--- config.mk ---
export PLATFORM = sky130hd
export DESIGN_NAME = scale_coord_gen
export DESIGN_NICKNAME = d
export VERILOG_FILES = /design/src/rtl/scale_coord_gen.sv
export SDC_FILE = /design/constraint.sdc
export NUM_CORES = 1
export LEC_CHECK = 0
export ABC_CLOCK_PERIOD_IN_PS = 6700
export BUFFER_PORTS_ARGS = -buffer_cell sky130_fd_sc_hd__buf_2
export CORE_MARGIN = 5
export CORE_UTILIZATION = 55
export CTS_CLUSTER_SIZE = 10
export DETAILED_ROUTE_END_ITERATION = 10
export PLACE_DENSITY = 0.72
export SLEW_MARGIN = 40
export SYNTH_ARGS = -nofsm -noshare
export SYNTH_HDL_FRONTEND = slang
export SYNTH_SLANG_ARGS = --single-unit
export TNS_END_PERCENT = 1
--- constraint.sdc ---
create_clock -name clk -period 6.7 [get_ports clk]
set_input_delay 1.005 -clock clk [delete_from_list [all_inputs] [get_ports clk]]
set_output_delay 1.005 -clock clk [all_outputs]
set_load 0.05 [all_outputs]
--- src/rtl/scale_coord_gen.sv ---
// Output-raster walker for the scaler: maps each output pixel to a source
// coordinate (integer index + fractional phase) with edge clamping.
module scale_coord_gen #(
  parameter int INT_BITS  = 12,
  parameter int FRAC_BITS = 16
) (
  input  logic                          clk,
  input  logic                          rst_n,
  input  logic                          start,
  input  logic [INT_BITS+FRAC_BITS-1:0] step_x,
  input  logic [INT_BITS+FRAC_BITS-1:0] step_y,
  input  logic [INT_BITS-1:0]           src_w,
  input  logic [INT_BITS-1:0]           src_h,
  input  logic [INT_BITS-1:0]           out_w,
  input  logic [INT_BITS-1:0]           out_h,
  output logic                          busy,
  output logic                          out_valid,
  input  logic                          out_ready,
  output logic [INT_BITS-1:0]           x_int,
  output logic [FRAC_BITS-1:0]          x_frac,
  output logic [INT_BITS-1:0]           y_int,
  output logic [FRAC_BITS-1:0]          y_frac,
  output logic                          sol,
  output logic                          eol,
  output logic                          eof,
  output logic                          done
);

  localparam int STEP_W = INT_BITS + FRAC_BITS;
  localparam int ACC_W  = 40;
  localparam int IP_W   = ACC_W - FRAC_BITS;

  typedef enum logic [1:0] {IDLE, RUN, FIN} state_e;

  state_e              state_q, state_d;
  logic [STEP_W-1:0]   step_x_q, step_x_d, step_y_q, step_y_d;
  logic [INT_BITS-1:0] src_w_q, src_w_d, src_h_q, src_h_d;
  logic [INT_BITS-1:0] out_w_q, out_w_d, out_h_q, out_h_d;
  logic [ACC_W-1:0]    acc_x_q, acc_x_d, acc_y_q, acc_y_d;
  logic [INT_BITS-1:0] col_q, col_d, line_q, line_d;

  logic                 valid_q, valid_d, busy_q, busy_d, done_q, done_d;
  logic                 sol_q, sol_d, eol_q, eol_d, eof_q, eof_d;
  logic [INT_BITS-1:0]  x_int_q, x_int_d, y_int_q, y_int_d;
  logic [FRAC_BITS-1:0] x_frac_q, x_frac_d, y_frac_q, y_frac_d;

  logic accept;
  logic launch;
  logic [STEP_W-1:0] x_coord, y_coord;

  assign accept = valid_q & out_ready;
  assign launch = (state_q == IDLE) & start;

  // Index at or beyond the last source sample pins to the edge with zero phase,
  // so the +1 neighbour fetch never leaves the source image.
  function automatic logic [STEP_W-1:0] clamp_coord(input logic [ACC_W-1:0]    acc,
                                                    input logic [INT_BITS-1:0] size);
    logic [IP_W-1:0] ip;
    logic [IP_W-1:0] lim;
    ip  = acc[ACC_W-1:FRAC_BITS];
    lim = IP_W'(size) - IP_W'(1);
    if (size == '0)
      return '0;
    else if (ip >= lim)
      return {size - INT_BITS'(1), {FRAC_BITS{1'b0}}};
    else
      return {ip[INT_BITS-1:0], acc[FRAC_BITS-1:0]};
  endfunction

  always_ff @(posedge clk or negedge rst_n) begin
    if (!rst_n) state_q <= IDLE;
    else        state_q <= state_d;
  end

  always_comb begin
    // NOTE: every comb output gets a default first so no path infers a latch.
    state_d = state_q;
    unique case (state_q)
      IDLE:    if (start) state_d = (out_w == '0 || out_h == '0) ? FIN : RUN;
      RUN:     if (accept && eof_q) state_d = FIN;
      FIN:     state_d = IDLE;
      default: state_d = IDLE;
    endcase
  end

  // Frame config, accumulators and raster counters.
  always_comb begin
    step_x_d = step_x_q;
    step_y_d = step_y_q;
    src_w_d  = src_w_q;
    src_h_d  = src_h_q;
    out_w_d  = out_w_q;
    out_h_d  = out_h_q;
    acc_x_d  = acc_x_q;
    acc_y_d  = acc_y_q;
    col_d    = col_q;
    line_d   = line_q;
    if (launch) begin
      step_x_d = step_x;
      step_y_d = step_y;
      src_w_d  = src_w;
      src_h_d  = src_h;
      out_w_d  = out_w;
      out_h_d  = out_h;
      acc_x_d  = '0;
      acc_y_d  = '0;
      col_d    = '0;
      line_d   = '0;
    end else if (accept && !eof_q) begin
      if (eol_q) begin
        acc_x_d = '0;
        col_d   = '0;
        acc_y_d = acc_y_q + ACC_W'(step_y_q);
        line_d  = line_q + INT_BITS'(1);
      end else begin
        acc_x_d = acc_x_q + ACC_W'(step_x_q);
        col_d   = col_q + INT_BITS'(1);
      end
    end
  end

  // Output comb: next beat is derived from next-state values so every output
  // can be registered; an unaccepted beat recomputes to the same fields.
  always_comb begin
    x_coord  = clamp_coord(acc_x_d, src_w_d);
    y_coord  = clamp_coord(acc_y_d, src_h_d);
    valid_d  = (state_d == RUN);
    busy_d   = (state_d != IDLE);
    done_d   = (state_d == FIN);
    x_int_d  = x_coord[STEP_W-1:FRAC_BITS];
    x_frac_d = x_coord[FRAC_BITS-1:0];
    y_int_d  = y_coord[STEP_W-1:FRAC_BITS];
    y_frac_d = y_coord[FRAC_BITS-1:0];
    sol_d    = valid_d && (col_d == '0);
    eol_d    = valid_d && (col_d == out_w_d - INT_BITS'(1));
    eof_d    = eol_d && (line_d == out_h_d - INT_BITS'(1));
  end

  always_ff @(posedge clk or negedge rst_n) begin
    if (!rst_n) begin
      step_x_q <= '0;
      step_y_q <= '0;
      src_w_q  <= '0;
      src_h_q  <= '0;
      out_w_q  <= '0;
      out_h_q  <= '0;
      acc_x_q  <= '0;
      acc_y_q  <= '0;
      col_q    <= '0;
      line_q   <= '0;
      valid_q  <= 1'b0;
      busy_q   <= 1'b0;
      done_q   <= 1'b0;
      x_int_q  <= '0;
      x_frac_q <= '0;
      y_int_q  <= '0;
      y_frac_q <= '0;
      sol_q    <= 1'b0;
      eol_q    <= 1'b0;
      eof_q    <= 1'b0;
    end else begin
      // NOTE: non-blocking so every register samples pre-edge values.
      step_x_q <= step_x_d;
      step_y_q <= step_y_d;
      src_w_q  <= src_w_d;
      src_h_q  <= src_h_d;
      out_w_q  <= out_w_d;
      out_h_q  <= out_h_d;
      acc_x_q  <= acc_x_d;
      acc_y_q  <= acc_y_d;
      col_q    <= col_d;
      line_q   <= line_d;
      valid_q  <= valid_d;
      busy_q   <= busy_d;
      done_q   <= done_d;
      x_int_q  <= x_int_d;
      x_frac_q <= x_frac_d;
      y_int_q  <= y_int_d;
      y_frac_q <= y_frac_d;
      sol_q    <= sol_d;
      eol_q    <= eol_d;
      eof_q    <= eof_d;
    end
  end

  assign busy      = busy_q;
  assign out_valid = valid_q;
  assign done      = done_q;
  assign x_int     = x_int_q;
  assign x_frac    = x_frac_q;
  assign y_int     = y_int_q;
  assign y_frac    = y_frac_q;
  assign sol       = sol_q;
  assign eol       = eol_q;
  assign eof       = eof_q;

endmodule

==> results of run 1 <==
[final timing paths]
path                                               start                        to  slack, ps  cells after the start
min in group clk                step_x_q[15]$_DFFE_PN0P_  step_x_q[15]$_DFFE_PN0P_        480                      2
worst min-delay path                               rst_n   step_x_q[7]$_DFFE_PN0P_        380                      1
worst max-delay path                               start        x_int[9]$_DFF_PN0_        820                     19
max in group asynchronous                          rst_n     out_h_q[10]$_DFF_PN0_       5060                      3
worst max register to register      state_q[1]$_DFF_PN0_        x_int[9]$_DFF_PN0_        900                     18
worst min register to register  step_x_q[15]$_DFFE_PN0P_  step_x_q[15]$_DFFE_PN0P_        480                      2
[placed cells by master (no fill, tap or decap), types with 9 or more instances in the layout]
cell       instances
nand2_1          345
xnor2_1           87
buf_4             23
a22o_1            10
a21oi_1          108
ha_1             110
nor2b_1           12
xor2_1            48
o211ai_1          14
or3_1             14
a211oi_1          19
buf_2            168
or4_1              9
clkbuf_16         31
mux2i_1           47
o21a_1            10
nand4_1           24
nor2_1           133
o21ai_0           56
nand3_1           45
and3_1            26
dfrtp_1          272
nor4_1            17
a21o_1            42
a31oi_1           10
inv_1             55
nor3_1            55
and2_1            25
[worst register-to-register path: stages (launching register included)]
cell and delay [ps]:
dfrtp_1 440, nor3b_2 700, buf_4 290, mux2i_1 390, ha_1 270, nand2_1 90, nor2_1 280, nand4_1 530
ha_1 520, a21oi_1 150, nor2b_1 50, o21ai_0 200, a31oi_1 170, a221o_1 380, a41oi_2 350, buf_4 270
nand2_1 210, o32a_1 330, o21ai_0 90
[per-layer routing]
metal	GRT usage (%)	routed length, µm
met5	0	0
met4	6.124	941
met2	38.37	18630
met3	3.588	2284
met1	35.49	19310
[registers in the layout, indices dropped and copies added (netlist names), 2 cells and up]
name      flops
acc_y_q      40
line_q       12
src_h_q      12
step_y_q     28
col_q        12
step_x_q     28
state_q       2
out_w_q      12
y_frac       16
acc_x_q      40
x_int        12
y_int        12
out_h_q      12
x_frac       16
src_w_q      12
[final cells by class]
class,instances,area (µm²)
multi-input cells,1394,8979
fillers,2566,11070
flip-flops and latches,272,6807
clock buffers,37,818.3
inverters,55,206.4
repair buffers,195,1104
well taps,390,488.0
diodes,2,5.005
[kinds of logic (layout without fill, tap and decap cells)]
| family | count (synthesis) | in the layout | share of synthesized area, % |
|---|---|---|---|
| muxes | 53 | 53 | 3.311 |
| buffers and inverters | 127 | 287 | 3.426 |
| and+or+nand+nor | 745 | 745 | 21.12 |
| DFF | 272 | 272 | 41.69 |
| adders and majority gates | 112 | 112 | 8.675 |
| AOI/OAI and AO/OA | 346 | 346 | 14.15 |
| xor gates and xnor gates | 138 | 138 | 7.625 |
| other | 0 | 2 | 0 |
[report_power, final]
part / internal (µW) / total [µW] / switching (µW)
sequential: 2020 / 2260 / 241
combinational: 1150 / 2990 / 1840
clock: 836 / 1460 / 622
total: 4010 / 6710 / 2700
[stage by stage]
stage | cells | power [µW] | util (%)
floorplan | 1793 | 4477 | -
global placement | 2304 | 5171 | 59.45
detailed placement | 2305 | 5239 | 59.55
CTS | 2342 | 6729 | 62.32
global route | 2344 | 7189 | 62.43
finish | 2345 | 6708 | 62.44
==> flow_summary.json, run 1 <==
{
  "status": "completed",
  "numCtsBuffers": 31,
  "chipHeight_um": 182.3,
  "vias_per_cell": 5.730,
  "layout.nets": 2169,
  "rsz0062_at_grt": "no",
  "firstDrtPassIters": 5,
  "cpLargestDelayFamily": "simple AND/OR/NAND/NOR gates",
  "drtIter0Drc": 782,
  "cts_hold_buf": 0,
  "min_path_type": "in2async",
  "maxSlewViolCount": 0,
  "finalInstanceArea_mm2": 0.01841,
  "die_area_mm2": 0.03323,
  "fin_crit_ps": 5883,
  "maxCapViolCount": 0,
  "worst-slew-pin-transition_ps": 830.7,
  "fin_crit_sh_pct": 87.80,
  "synth_seq_area_share_pct": 41.69,
  "critPathBufInv": 3,
  "die_width_um": 182.3,
  "coreArea_mm2": 0.02948,
  "drive_above_1_share_pct": 13.42,
  "io_pins": 170,
  "synth-seq-cells": 272,
  "power_leakage_uw": 0.009186,
  "synth_edf_count": 0,
  "worst_path_max_delay_cell": "nor3b_2",
  "grt_usage_pct": 24.29,
  "power_density_mw_per_mm2": 364.4,
  "crit_type": "in2reg",
  "start_util_pct": 55.38,
  "yosysUniqueCellTypes": 87,
  "post_cts_buffers": 0,
  "worstPathArrival_ps": 6340,
  "syn_to_final_growth_pct": 12.74,
  "cp_data_required_time_ps": 7160,
  "fin_worst_skew_ps": 10.21,
  "clk_pin_slew_ps": 60,
  "grt_pass1_vias": 13220,
  "num_vias": 13440,
  "post_drt_wl_per_cell_um": 17.55,
  "synth_ff_type": "dfrtp_1",
  "hold-worst-slack_ps": 376.6,
  "cts_tree": "yes",
  "cts_resized": 0,
  "setup_viol_count_final": 0,
  "ir_drop_uv": 224.1,
  "remaining_drc_errors": 0,
  "dp_hpwl_mm": 30.76,
  "clock_tree.buffer_depth": 3,
  "overflow": 0,
  "port_buffers": 169,
  "async_flop_share_pct": 100.0,
  "timing.fmax_mhz": 170.0,
  "syn_nets": 2013,
  "crit_path_max_fanout": 12,
  "crit_chain": "buf_2 -> nor3b_2 -> buf_4 -> mux2i_1 -> ha_1 -> nand2_1 -> nor2_1 -> nand4_1 -> ha_1 -> a21oi_1 -> nor2b_1 -> o21ai_0 -> a31oi_1 -> a221o_1 -> a41oi_2 -> buf_4 -> nand2_1 -> o32a_1 -> o21ai_0",
  "setup_tns_ps": 0,
  "ant_nets": 0,
  "grt_max_degree": 107,
  "hold_violations": 0,
  "globalplace.congestion": 0.9179,
  "dp_slack_ps": 338.4,
  "fin_ws_ps": 817.3,
  "netlist_instances": 1793,
  "yosysWarnings": 0,
  "routed_wirelength_mm": 41.16,
  "htreeDepth": 1,
  "cp-start-kind": "input port",
  "relSlewSlack_pct": 44.38,
  "worstSetupEndpointType": "flop",
  "synthTopCellsByCount": "nand2_1 (345), dfrtp_1 (272), nor2_1 (134)",
  "cts_root_buffer": "clkbuf_16",
  "antenna_found_initial": 2,
  "cpPeakStageDelay_ps": 680,
  "clk-insertion-delay-late_ps": 560,
  "synthTopCellsByArea": "dfrtp_1 (42%), ha_1 (8.4%), nand2_1 (7.9%)",
  "postPlaceCellArea_mm2": 0.01756,
  "yosysTopAreaCellShare_pct": 41.69,
  "synth.most_common_cell": "nand2_1",
  "syn-cell-area_mm2": 0.01633,
  "rows": 63,
  "grt_pass1_wl_mm": 67.09,
  "cts_sinks": 272,
  "yosys.area.top_type": "dfrtp_1",
  "synth.avg_cell_area_um2": 9.106
}
No activity file was read; power rests on OpenSTA's default activity.
==> run 2, diff against run 1 <==
Settings changed: CORE_MARGIN 5 to unset.
==> flow_summary.json, run 2 (synthesis results as in run 1) <==
{
  "drive_above_1_share_pct": 13.43,
  "drtIter0Drc": 929,
  "hold-worst-slack_ps": 483.7,
  "worstSetupEndpointType": "flop",
  "remaining_drc_errors": 0,
  "final_cell_mix": "nand2_1 (345), dfrtp_1 (272), buf_2 (168), nor2_1 (133), ha_1 (110)",
  "cp_data_required_time_ps": 7130,
  "numCtsBuffers": 34,
  "worst-slew-pin-transition_ps": 819.6,
  "cts_resized": 0,
  "fin_crit_ps": 5709,
  "vias_per_cell": 5.775,
  "cp-start-kind": "input port",
  "post_drt_wl_per_cell_um": 17.36,
  "ir_drop_uv": 253.2,
  "syn_to_final_growth_pct": 13.40,
  "rr_startpoint": "step_x_q[0]$_DFFE_PN0P_",
  "timing.fmax_mhz": 175.2,
  "final_common_cell": "nand2_1",
  "port_buffers": 169,
  "start_util_pct": 56.43,
  "crit_type": "in2reg",
  "status": "completed",
  "power_leakage_uw": 0.009235,
  "clk_pin_slew_ps": 60,
  "coreArea_mm2": 0.02894,
  "num_antenna_cells": 0,
  "routed_wirelength_mm": 40.67,
  "r2r_setup_slack_ps": 1030,
  "cts_tree": "yes",
  "chipHeight_um": 174.3,
  "clk-insertion-delay-late_ps": 510,
  "fin_crit_sh_pct": 85.21,
  "relSlewSlack_pct": 45.23,
  "top_regs": "acc_x_q (40), acc_y_q (40)",
  "ant_nets": 0,
  "grt_pass1_wl_mm": 67.50,
  "maxCapViolCount": 0,
  "htreeDepth": 2,
  "setup_viol_count_final": 0,
  "fin_worst_skew_ps": 17.95,
  "rsz0062_at_grt": "no",
  "maxSlewViolCount": 0,
  "firstDrtPassIters": 5,
  "grt_pass1_vias": 13510,
  "post_cts_buffers": 0,
  "layout.nets": 2166,
  "num_vias": 13530,
  "dp_hpwl_mm": 29.95,
  "die_width_um": 174.3,
  "cts_hold_buf": 0,
  "num-fill-cells": 2424,
  "die_area_mm2": 0.03038,
  "antenna_found_initial": 2,
  "cts_sinks": 272,
  "setup_tns_ps": 0,
  "power_density_mw_per_mm2": 373.1,
  "rows": 62,
  "reg2reg_depth": 22,
  "globalplace.congestion": 0.9143,
  "crit_path_max_fanout": 36,
  "r2r_end": "x_int[9]$_DFF_PN0_",
  "hold_violations": 0,
  "io_pins": 170,
  "overflow": 0,
  "min_path_type": "reg2reg",
  "hold-path-cell-count": 2,
  "grt_max_degree": 103,
  "grt_usage_pct": 27.26,
  "clock_tree.buffer_depth": 3,
  "min_to": "step_y_q[8]$_DFFE_PN0P_",
  "cts_root_buffer": "clkbuf_16",
  "worstPathArrival_ps": 6140,
  "worstHoldStart": "step_y_q[8]$_DFFE_PN0P_"
}
run 2: how the worst max path moves through the flow:
stage               startpoint  slack (ps)             endpoint
global placement         start         720   x_int[9]$_DFF_PN0_
global route             start         590   x_int[4]$_DFF_PN0_
detailed placement       start         530   x_int[9]$_DFF_PN0_
finish                   start         990   x_int[9]$_DFF_PN0_
CTS                      start        1030   x_int[9]$_DFF_PN0_
floorplan                start         740  x_int[11]$_DFF_PN0_
run 2: critical path, cell delays in order:
cell and delay, ps:
buf_2 90, nor3b_2 600, buf_12 300, mux2i_1 380, ha_1 280, nand2_1 90, nor2_1 260, nand4_1 530
ha_1 520, a21oi_1 160, nor2b_1 60, o21ai_0 200, a31oi_1 150, a221o_1 340, a41oi_2 150, buf_4 320
nand2_1 260, o32a_1 340, o21ai_0 70
run 2: layout make-up:
class | count | area (µm²) | area share (%)
multi-input cells | 1394 | 8979 | 48.49
flip-flops and latches | 272 | 6807 | 36.76
repair buffers | 189 | 1051 | 5.676
clock buffers | 47 | 983.4 | 5.312
well taps | 384 | 480.5 | 2.595
inverters | 55 | 206.4 | 1.115
clock inverters | 1 | 8.758 | 0.04730
run 2: stage by stage:
| stage | cell area, µm² | instances | setup slack (ps) | util, % | power, µW |
|---|---|---|---|---|---|
| 3_3_place_gp | 17490 | 2293 | 722.2 | 60.46 | 5148 |
| 4_1_cts | 18520 | 2342 | 1032 | 63.99 | 6919 |
| 2_1_floorplan | 16330 | 1793 | 736.4 | - | 4477 |
| 6_report | 18520 | 2342 | 990.7 | 63.99 | 6908 |
| 5_1_grt | 18520 | 2342 | 589.8 | 63.99 | 7361 |
| 3_5_place_dp | 17520 | 2294 | 530.6 | 60.56 | 5216 |
run 2: power by group:
group / switching (µW) / internal [µW]
logic: 1840 / 1130
clock network: 664 / 1010
registers: 242 / 2020
total: 2740 / 4170
run 2: metal layers:
metal | GRT usage (%) | vias to the layer above | part of all wire, %
li1 | - | 6596 | -
met1 | 38.78 | 6485 | 47
met2 | 43.08 | 370 | 45
met3 | 3.653 | 73 | 5.1
met4 | 8.772 | 2 | 2.6
met5 | 0 | - | 0.022
